$ cat config.mk
export PLATFORM = sky130hd
export DESIGN_NAME = pc_sequencer
export DESIGN_NICKNAME = d
export VERILOG_FILES = /design/src/rtl/pc_sequencer.sv
export SDC_FILE = /design/constraint.sdc
export NUM_CORES = 1
export LEC_CHECK = 0
export ABC_CLOCK_PERIOD_IN_PS = 2300
export CAP_MARGIN = 20
export CORE_MARGIN = 2
export CORE_UTILIZATION = 40
export CTS_BUF_LIST = sky130_fd_sc_hd__clkbuf_8 sky130_fd_sc_hd__clkbuf_16
export CTS_CLUSTER_DIAMETER = 150
export CTS_CLUSTER_SIZE = 10
export DETAILED_ROUTE_END_ITERATION = 6
export GPL_TIMING_DRIVEN = 1
export MAX_ROUTING_LAYER = met4
export PLACE_DENSITY = 0.87
export SLEW_MARGIN = 20
export SYNTH_ARGS = -nofsm -noshare
export SYNTH_HDL_FRONTEND = slang
export SYNTH_SLANG_ARGS = --single-unit
$ cat constraint.sdc
create_clock -name clk -period 2.3 [get_ports clk]
set_input_delay 0.46 -clock clk [delete_from_list [all_inputs] [get_ports clk]]
set_output_delay 0.46 -clock clk [all_outputs]
set_load 0.02 [all_outputs]
$ cat src/rtl/pc_sequencer.sv
// pc_sequencer -- instruction-fetch controller driving a 32-bit program counter.
//
// Re-vectors the PC after reset, issues one instruction read per PC value,
// presents the fetched word to the decoder under a valid/ready handshake and
// then either increments the PC or loads a branch target. PC commands are
// issued from the rising edge; the external counter consumes them on the
// falling edge of the same cycle, so the following FETCH sees the new PC.
//
// Optional feature macro: PCSEQ_IRQ_EN adds single-level interrupt entry
// (IRQ_VECTOR, irq/irq_done/irq_ack/epc and the in-interrupt flag).
//
// Ports:
//   clk        in   clock, all state changes on the rising edge
//   rst_n      in   synchronous active-low reset
//   pc         in   current program counter value
//   pc_inc     out  increment command to the counter
//   pc_write   out  load command to the counter
//   pc_newv    out  load value
//   mem_req    out  instruction read request
//   mem_addr   out  read address (always equal to pc)
//   mem_ack    in   read complete, mem_data valid this cycle
//   mem_data   in   instruction word
//   ir         out  latched instruction
//   ir_valid   out  ir holds an instruction not yet accepted
//   dec_ready  in   decoder accepts ir
//   br_taken   in   redirect, sampled only in the handshake cycle
//   br_target  in   redirect target
//   halt       in   stop fetching at the next instruction boundary
//   irq        in   interrupt request            (PCSEQ_IRQ_EN only)
//   irq_done   in   end-of-interrupt pulse       (PCSEQ_IRQ_EN only)
//   irq_ack    out  interrupt taken, 1-cycle     (PCSEQ_IRQ_EN only)
//   epc        out  saved return address         (PCSEQ_IRQ_EN only)

module pc_sequencer #(
  parameter logic [31:0] RESET_VECTOR = 32'h0000_0000
`ifdef PCSEQ_IRQ_EN
  , parameter logic [31:0] IRQ_VECTOR = 32'h0000_0010
`endif
) (
  input  logic        clk,
  input  logic        rst_n,
  input  logic [31:0] pc,
  output logic        pc_inc,
  output logic        pc_write,
  output logic [31:0] pc_newv,
  output logic        mem_req,
  output logic [31:0] mem_addr,
  input  logic        mem_ack,
  input  logic [31:0] mem_data,
  output logic [31:0] ir,
  output logic        ir_valid,
  input  logic        dec_ready,
  input  logic        br_taken,
  input  logic [31:0] br_target,
`ifdef PCSEQ_IRQ_EN
  input  logic        irq,
  input  logic        irq_done,
  output logic        irq_ack,
  output logic [31:0] epc,
`endif
  input  logic        halt
);

  localparam logic [2:0] ST_BOOT    = 3'd0;
  localparam logic [2:0] ST_FETCH   = 3'd1;
  localparam logic [2:0] ST_ISSUE   = 3'd2;
  localparam logic [2:0] ST_ADVANCE = 3'd3;
  localparam logic [2:0] ST_HALTED  = 3'd4;

  logic [2:0]  state_r;
  logic [2:0]  state_s;
  logic [31:0] ir_r;
  logic [31:0] newv_r;
  logic        inc_r;
  logic        wr_r;
  logic        handshake_s;

  assign handshake_s = (state_r == ST_ISSUE) && dec_ready;

`ifdef PCSEQ_IRQ_EN
  logic [31:0] epc_r;
  logic        in_irq_r;
  logic        ack_r;
  logic        irq_take_s;

  // Interrupts are one level deep: a request is only honoured outside a handler.
  assign irq_take_s = handshake_s && irq && !in_irq_r;
`endif

  // Next-state selection; halt only acts at instruction boundaries.
  always_comb begin
    state_s = state_r;
    case (state_r)
      ST_BOOT: begin
        if (halt) state_s = ST_HALTED;
        else      state_s = ST_FETCH;
      end
      ST_FETCH: begin
        if (mem_ack) state_s = ST_ISSUE;
        else         state_s = ST_FETCH;
      end
      ST_ISSUE: begin
        if (dec_ready) state_s = ST_ADVANCE;
        else           state_s = ST_ISSUE;
      end
      ST_ADVANCE: begin
        if (halt) state_s = ST_HALTED;
        else      state_s = ST_FETCH;
      end
      ST_HALTED: begin
        if (halt) state_s = ST_HALTED;
        else      state_s = ST_FETCH;
      end
      default: state_s = ST_BOOT;
    endcase
  end

  // State, instruction latch and the PC decision captured at the handshake.
  always_ff @(posedge clk) begin
    if (!rst_n) begin
      state_r <= ST_BOOT;
      ir_r    <= 32'h0000_0000;
      newv_r  <= 32'h0000_0000;
      inc_r   <= 1'b0;
      wr_r    <= 1'b0;
    end else begin
      state_r <= state_s;
      // A late ack outside FETCH never touches ir.
      if ((state_r == ST_FETCH) && mem_ack) begin
        ir_r <= mem_data;
      end
      if (handshake_s) begin
`ifdef PCSEQ_IRQ_EN
        if (irq_take_s) begin
          inc_r  <= 1'b0;
          wr_r   <= 1'b1;
          newv_r <= IRQ_VECTOR;
        end else
`endif
        if (br_taken) begin
          inc_r  <= 1'b0;
          wr_r   <= 1'b1;
          newv_r <= br_target;
        end else begin
          inc_r  <= 1'b1;
          wr_r   <= 1'b0;
        end
      end
    end
  end

`ifdef PCSEQ_IRQ_EN
  // Interrupt bookkeeping: entry wins over a simultaneous end-of-interrupt.
  always_ff @(posedge clk) begin
    if (!rst_n) begin
      epc_r    <= 32'h0000_0000;
      in_irq_r <= 1'b0;
      ack_r    <= 1'b0;
    end else begin
      if (handshake_s) begin
        ack_r <= irq_take_s;
      end
      if (irq_take_s) begin
        // Return to the branch target if one was taken, else the next word (wraps).
        epc_r    <= br_taken ? br_target : (pc + 32'd1);
        in_irq_r <= 1'b1;
      end else if (irq_done) begin
        in_irq_r <= 1'b0;
      end
    end
  end

  assign irq_ack = (state_r == ST_ADVANCE) && ack_r;
  assign epc     = epc_r;
`endif

  // Outputs are decoded from registered state only; commands are gated by state
  // so stale decision bits never leak outside ADVANCE.
  assign pc_write = (state_r == ST_BOOT) || ((state_r == ST_ADVANCE) && wr_r);
  assign pc_inc   = (state_r == ST_ADVANCE) && inc_r;
  assign pc_newv  = (state_r == ST_BOOT) ? RESET_VECTOR : newv_r;
  assign mem_req  = (state_r == ST_FETCH);
  assign mem_addr = pc;
  assign ir_valid = (state_r == ST_ISSUE);
  assign ir       = ir_r;

endmodule

==> impl_metrics.py, run 1 <==
metrics = {
    "status": {
        "status": "complete, no violations",
    },
    "clock_tree": {
        "insertion_delay_ps": 330,
        "holdBufCountCts": 0,
        "cts_tree": "built",
        "cts_buffers": 9,
        "h-tree-depth": 3,
        "clockBufferDepth": 2,
        "cts_root_buf": "clkbuf_8",
        "path_clk_slew_ps": 70,
        "cts.sinks": 69,
    },
    "setup_path": {
        "worstSetupEndpoint": "pc_newv[22]",
        "slowest_delay_ps": 360,
        "critical_path_class": "flop to primary output",
        "worstSetupStartpoint": "state_r[0]",
        "worstPathCellList": "or2_4, nor2_4, bufbuf_16, nor2b_1, clkdlybuf4s15_1",
        "critPathRequiredTime_ps": 1840,
        "slowest_stage": "dfxtp_2",
        "endpoint_kind": "primary output",
        "r2r_setup_slack_ps": 780,
        "crit_fanout": 16,
        "timing.rr.end": "newv_r[22]",
        "r2r_cells": 5,
        "cp.arrival_ps": 1750,
        "startpoint_type": "flop",
        "rr_startpoint": "state_r[1]",
    },
    "logic_synthesis": {
        "ys_seq_area_frac": 0.432,
        "synth_area_leaders": "dfxtp_1, nand2_1, mux2i_1",
        "synthesis.area_sq_mm": 0.00320,
        "synth_ff_type": "dfxtp_1",
        "synth_edf_count": 0,
        "avgSynthCellArea_sq_um": 8.31,
        "synthArstFlopShare": 0,
        "ys_seq_elements": 69,
        "synth_nets": 487,
        "synth_cell_types": 25,
        "synth_commonest_cells": "nand2_1, dfxtp_1, nand3_1",
        "ys_warn_count": 0,
        "post-synth-top-area-cell": "dfxtp_1",
        "yosysMostFrequentCell": "nand2_1",
        "synthCells": 385,
        "synth_top_area_frac": 0.432,
    },
    "cells_and_area": {
        "antennaDiodeCount": 0,
        "seqCellArea_sq_mm": 0.00138,
        "drive_above_1_share": 0.0663,
        "final_util": 0.606,
        "syn2layout_area_growth_pct": 46.4,
        "fin_nets": 580,
        "multi_input_area_sq_mm": 0.00141,
        "fillers": 636,
    },
    "route": {
        "via_per_inst": 4.77,
        "drtAntennaViolNets": 0,
        "wirelength_um": 7400,
        "first_pass_iters": 4,
        "wl_met2_um": 3460,
        "wl_per_cell_um": 12.7,
        "drt_iter0_markers": 56,
        "drt-met1-wl_um": 3090,
        "top_layer": "met4",
        "met3RoutedLength_um": 686,
        "drc": 0,
        "vias": 2790,
    },
    "floorplanning": {
        "core_area_sq_mm": 0.00773,
        "die_w_um": 93.4,
        "chipHeight_um": 93.4,
        "initial_core_util": 0.414,
        "die_area_sq_mm": 0.00873,
        "row_count": 32,
        "ioPinCount": 202,
    },
    "timing": {
        "fin_ws_ps": 89.3,
        "hold_viol_final": 0,
        "skew_ps": 7.14,
        "finalSetupTns_ps": 0,
        "fmax_mhz": 452,
        "max_slew_margin": 0.749,
        "fin_crit_sh": 0.961,
        "rsz0062_at_grt": "no",
        "finalSetupViolCount": 0,
        "slew_viol_final": 0,
        "period_minus_slack_ps": 2210,
        "worst_pin_slew_ps": 377,
    },
    "global_route": {
        "grt_max_degree": 65,
        "antenna_found_initial": 0,
        "grt_usage": 0.177,
        "grt_pass1_vias": 2768,
        "grt_overflow": 0,
        "grt_pass1_wl_um": 12000,
    },
    "placement": {
        "hpwl_um": 5200,
        "numPortBuffers": 137,
        "post-place-ws_ps": 132,
        "gp_congestion": 0.745,
    },
    "power_and_ir_drop": {
        "cellLeakagePower_uw": 0.00174,
        "ir_worst_vdd_mv": 0.353,
        "power_density_mw_per_mm2": 619,
    },
    "min_path": {
        "hp-class": "flop to flop",
    },
    "run": {
        "drv_cap": 0,
    },
}
==> kinds of logic (layout without fill, tap and decap cells) <==
group | after synthesis | in the layout | share of synthesized area
flip-flops | 69 | 69 | 0.432
AND/OR/NAND/NOR | 182 | 182 | 0.267
AO/OA/AOI/OAI | 38 | 38 | 0.0610
buffers and inverters | 63 | 161 | 0.136
multiplexers | 33 | 33 | 0.104
==> critical path, delay by kind of cell (launching register included) <==
kind	cells	cell delay, ps
buf+inv	2	590
flops	1	360
simple gates	3	470
==> where the power goes <==
part	switching, uW	total (uW)	internal [uW]	leakage (uW)
combinational	187	426	239	0.00106
sequential	22.0	1250	1230	0.000559
clock	443	1220	781	0.000126
total	652	2900	2250	0.00174
==> area by class of cell <==
type	instances	share of cell area
timing repair buffer	145	0.322
tap	102	0.0273
multi-input combinational	253	0.301
clock buffer	11	0.0323
sequential	69	0.295
clock inverter	5	0.0227
==> flip-flops by register name (all words and copies together), names as in the netlist <==
signal,cells
wr_r,1
inc_r,1
newv_r,32
ir,32
state_r,3
==> cells in the final DEF (no fill, tap or decap) <==
cell,synthesis,final
mux2_1,1,1
clkdlybuf4s15_1,0,22
nand2_1,101,101
nor3b_1,2,2
and3_1,1,1
clkbuf_8,0,11
and2_2,0,1
nand3_1,34,34
clkinvlp_4,0,1
nor4bb_4,0,1
buf_12,3,5
clkinv_4,0,1
o21ai_0,2,2
a21oi_1,3,3
mux2i_1,32,32
clkdlybuf4s50_1,0,103
bufbuf_16,0,1
nor2_4,0,1
buf_4,32,3
nand2b_1,2,2
and4bb_4,1,1
o21ai_1,32,32
nor2b_1,33,33
nand3b_1,2,2
or2_4,0,1
dfxtp_2,0,2
nor2_1,3,2
bufinv_16,0,3
dlygate4sd2_1,0,10
dlymetal6s2s_1,0,1
o311a_1,1,1
dfxtp_1,69,67
==> layer usage <==
layer	up-vias	GRT usage
li1	1403	-
met4	0	0.0797
met3	20	0.0556
met5	-	-
met2	114	0.299
met1	1253	0.191
==> worst min path at each step <==
stage	startpoint	endpoint	cells past startpoint
finish	ir[1]	ir[1]	2
global route	ir[18]	ir[18]	2
CTS	ir[1]	ir[1]	2
detailed placement	ir[1]	ir[1]	2
global placement	ir[14]	ir[14]	2
floorplan	newv_r[0]	newv_r[0]	2
==> stage by stage <==
step	power, uW	cell area, sq um	hold WS [ps]	std cells
global route	3030	4680	466	585
CTS	2940	4650	451	585
detailed placement	1670	4390	440	567
floorplan	1530	3200	430	385
global placement	1660	4390	435	567
finish	2900	4680	448	585
==> timing repair <==
action | CTS | global route
pin swaps | 1 | 0
endpoints found under the setup margin | 33 | 23
resized for setup | 36 | 23
hold endpoints to repair | 0 | 0
gates cloned | 1 | 0
setup buffers | 1 | 0
No activity file was read; power rests on OpenSTA's default activity.
==> run 2: changes to the inputs <==
--- a/config.mk
+++ b/config.mk
@@ -5,6 +5,7 @@
 export SDC_FILE = /design/constraint.sdc
 export NUM_CORES = 1
 export LEC_CHECK = 0
+export ABC_AREA = 0
 export ABC_CLOCK_PERIOD_IN_PS = 2300
 export CAP_MARGIN = 20
 export CORE_MARGIN = 2
@@ -16,6 +17,7 @@
 export GPL_TIMING_DRIVEN = 1
 export MAX_ROUTING_LAYER = met4
 export PLACE_DENSITY = 0.87
+export REMOVE_ABC_BUFFERS = 1
 export SLEW_MARGIN = 20
 export SYNTH_ARGS = -nofsm -noshare
 export SYNTH_HDL_FRONTEND = slang
==> run 2 against run 1 <==
Via count increased by 2.5%. Setup slack worse by 0.53 ps. Sequential share of layout area rose by 1.1 points. Critical path depth shrank 1. First-iteration DRC count grew 45%. Wire length rose by 21%. Clock power is 28% lower. Register-to-register slack worse by 70 ps. Global-route usage grew 2.9 points. Largest power group unchanged.
==> impl_metrics.py, run 2 (same netlist as run 1, synthesis figures left out) <==
metrics = {
    "clock_tree": {
        "post_cts_buffers": 0,
        "cts.sinks": 69,
        "insertion_delay_ps": 330,
        "holdBufCountCts": 0,
        "path_clk_slew_ps": 70,
        "cts_root_buf": "clkbuf_8",
        "cts_buffers": 9,
        "clockBufferDepth": 2,
        "h-tree-depth": 3,
        "cts_tree": "built",
    },
    "route": {
        "drtAntennaViolNets": 0,
        "drt_iter0_markers": 81,
        "via_per_inst": 4.90,
        "vias": 2859,
        "wl_per_cell_um": 15.3,
        "wirelength_um": 8930,
        "drc": 0,
        "first_pass_iters": 5,
    },
    "power_and_ir_drop": {
        "power_density_mw_per_mm2": 558,
        "cellLeakagePower_uw": 0.00175,
        "ir_worst_vdd_mv": 0.421,
        "fin_total_pwr_uw": 2520,
    },
    "floorplanning": {
        "chipHeight_um": 93.4,
        "initial_core_util": 0.414,
        "core_area_sq_mm": 0.00773,
        "die_area_sq_mm": 0.00873,
        "row_count": 32,
        "die_w_um": 93.4,
        "ioPinCount": 202,
    },
    "placement": {
        "numPortBuffers": 137,
        "placed_cells": 567,
        "post-place-ws_ps": 224,
        "gp_congestion": 0.778,
        "hpwl_um": 6520,
    },
    "run": {
        "drv_cap": 0,
    },
    "setup_path": {
        "critPathTopFamily": "buffers and inverters",
        "startpoint_type": "flop",
        "timing.rr.end": "newv_r[27]",
        "slowest_stage": "clkdlybuf4s50_1",
        "worstPathBufferInverterCount": 2,
        "critPathRequiredTime_ps": 1840,
        "r2r_cells": 4,
        "r2r_setup_slack_ps": 710,
        "cp.arrival_ps": 1750,
        "critical_path_class": "flop to primary output",
        "crit_fanout": 8,
        "slowest_delay_ps": 590,
        "rr_startpoint": "state_r[2]",
        "worstPathCellList": "buf_4, nor2b_1, and3_1, clkdlybuf4s50_1",
        "endpoint_kind": "primary output",
    },
    "min_path": {
        "hp-class": "flop to flop",
        "min_to": "ir[2]",
        "hold_depth": 2,
        "min_from": "ir[2]",
    },
    "cells_and_area": {
        "layout_commonest_cell": "clkdlybuf4s50_1",
        "fillers": 692,
        "stdcell_count": 583,
        "final_util": 0.584,
        "syn2layout_area_growth_pct": 41.1,
        "antennaDiodeCount": 0,
        "fin_nets": 578,
        "drive_above_1_share": 0.0561,
        "layout_common_cells": "clkdlybuf4s50_1, nand2_1, dfxtp_1",
    },
    "timing": {
        "skew_ps": 5.79,
        "rsz0062_at_grt": "no",
        "slew_viol_final": 0,
        "max_slew_margin": 0.650,
        "fmax_mhz": 452,
        "period_minus_slack_ps": 2210,
        "fin_crit_sh": 0.961,
        "fin_ws_ps": 88.8,
        "finalSetupViolCount": 0,
        "worst_pin_slew_ps": 525,
        "holdWs_ps": 449,
        "hold_viol_final": 0,
    },
    "global_route": {
        "grt_usage": 0.206,
        "grt_max_degree": 136,
        "antenna_found_initial": 0,
        "grt_pass1_vias": 2696,
        "grt_overflow": 0,
        "grt_pass1_wl_um": 13400,
    },
    "status": {
        "status": "complete, no violations",
    },
}
-- run 2: cell types whose count changed in the layout (fill, tap and decap cells not counted), moves of 2 or more --
cell,previous run,this run
clkdlybuf4s15_1,22,0
bufinv_16,3,0
clkinv_2,0,3
dfxtp_1,67,69
dlygate4sd2_1,10,32
dfxtp_2,2,0
-- run 2: worst max-delay path by stage --
stage	start	endpoint	slack (ps)	cells past startpoint
2_1_floorplan	mem_ack	ir[0]	-3150	2
5_1_grt	state_r[0]	pc_newv[12]	7	5
3_5_place_dp	state_r[0]	pc_newv[12]	220	5
4_1_cts	state_r[0]	pc_write	30	3
6_report	state_r[1]	pc_inc	90	4
3_3_place_gp	state_r[2]	pc_newv[13]	270	4
-- run 2: cell type report --
| class | count | area, sq um | share of cell area |
|---|---|---|---|
| clock inverter | 5 | 26.3 | 0.00582 |
| timing repair buffer | 143 | 1430 | 0.316 |
| tap | 102 | 128 | 0.0283 |
| multi-input combinational | 253 | 1400 | 0.310 |
| sequential | 69 | 1380 | 0.306 |
| clock buffer | 11 | 151 | 0.0335 |
-- run 2: worst reg2reg max path, delay by kind of cell (launching register included) --
| kind | cells | cell delay (ps) |
|---|---|---|
| mux | 1 | 250 |
| flops | 1 | 430 |
| buf+inv | 1 | 240 |
| simple gates | 2 | 610 |
-- run 2: per-layer routing --
metal,wire length [um],track usage
met1,3980,0.250
met4,129,0.0650
met3,1150,0.114
met2,3660,0.292
met5,0,-
-- run 2: power breakdown --
part           switching (uW)  internal (uW)
combinational             185            209
clock                     439            441
sequential               18.7           1230
total                     642           1880
-- run 2: timing repair --
item	4_1_cts	5_1_grt
gates resized for setup	32	1
pin swaps	0	0
endpoints found under the setup margin	32	1
-- run 2: metrics by stage --
stage                     setup TNS, ps  area (sq um)
final                                 0          4510
after detailed placement              0          4370
after global placement                0          4370
after CTS                             0          4510
after global routing                  0          4510
after floorplan                 -105790          2760
==> run 3: changes to the inputs <==
--- a/config.mk
+++ b/config.mk
@@ -5,7 +5,6 @@
 export SDC_FILE = /design/constraint.sdc
 export NUM_CORES = 1
 export LEC_CHECK = 0
-export ABC_AREA = 0
 export ABC_CLOCK_PERIOD_IN_PS = 2300
 export CAP_MARGIN = 20
 export CORE_MARGIN = 2
==> results of run 3 <==
Same layout as run 2: the final DEF is identical, and so are final timing and power.
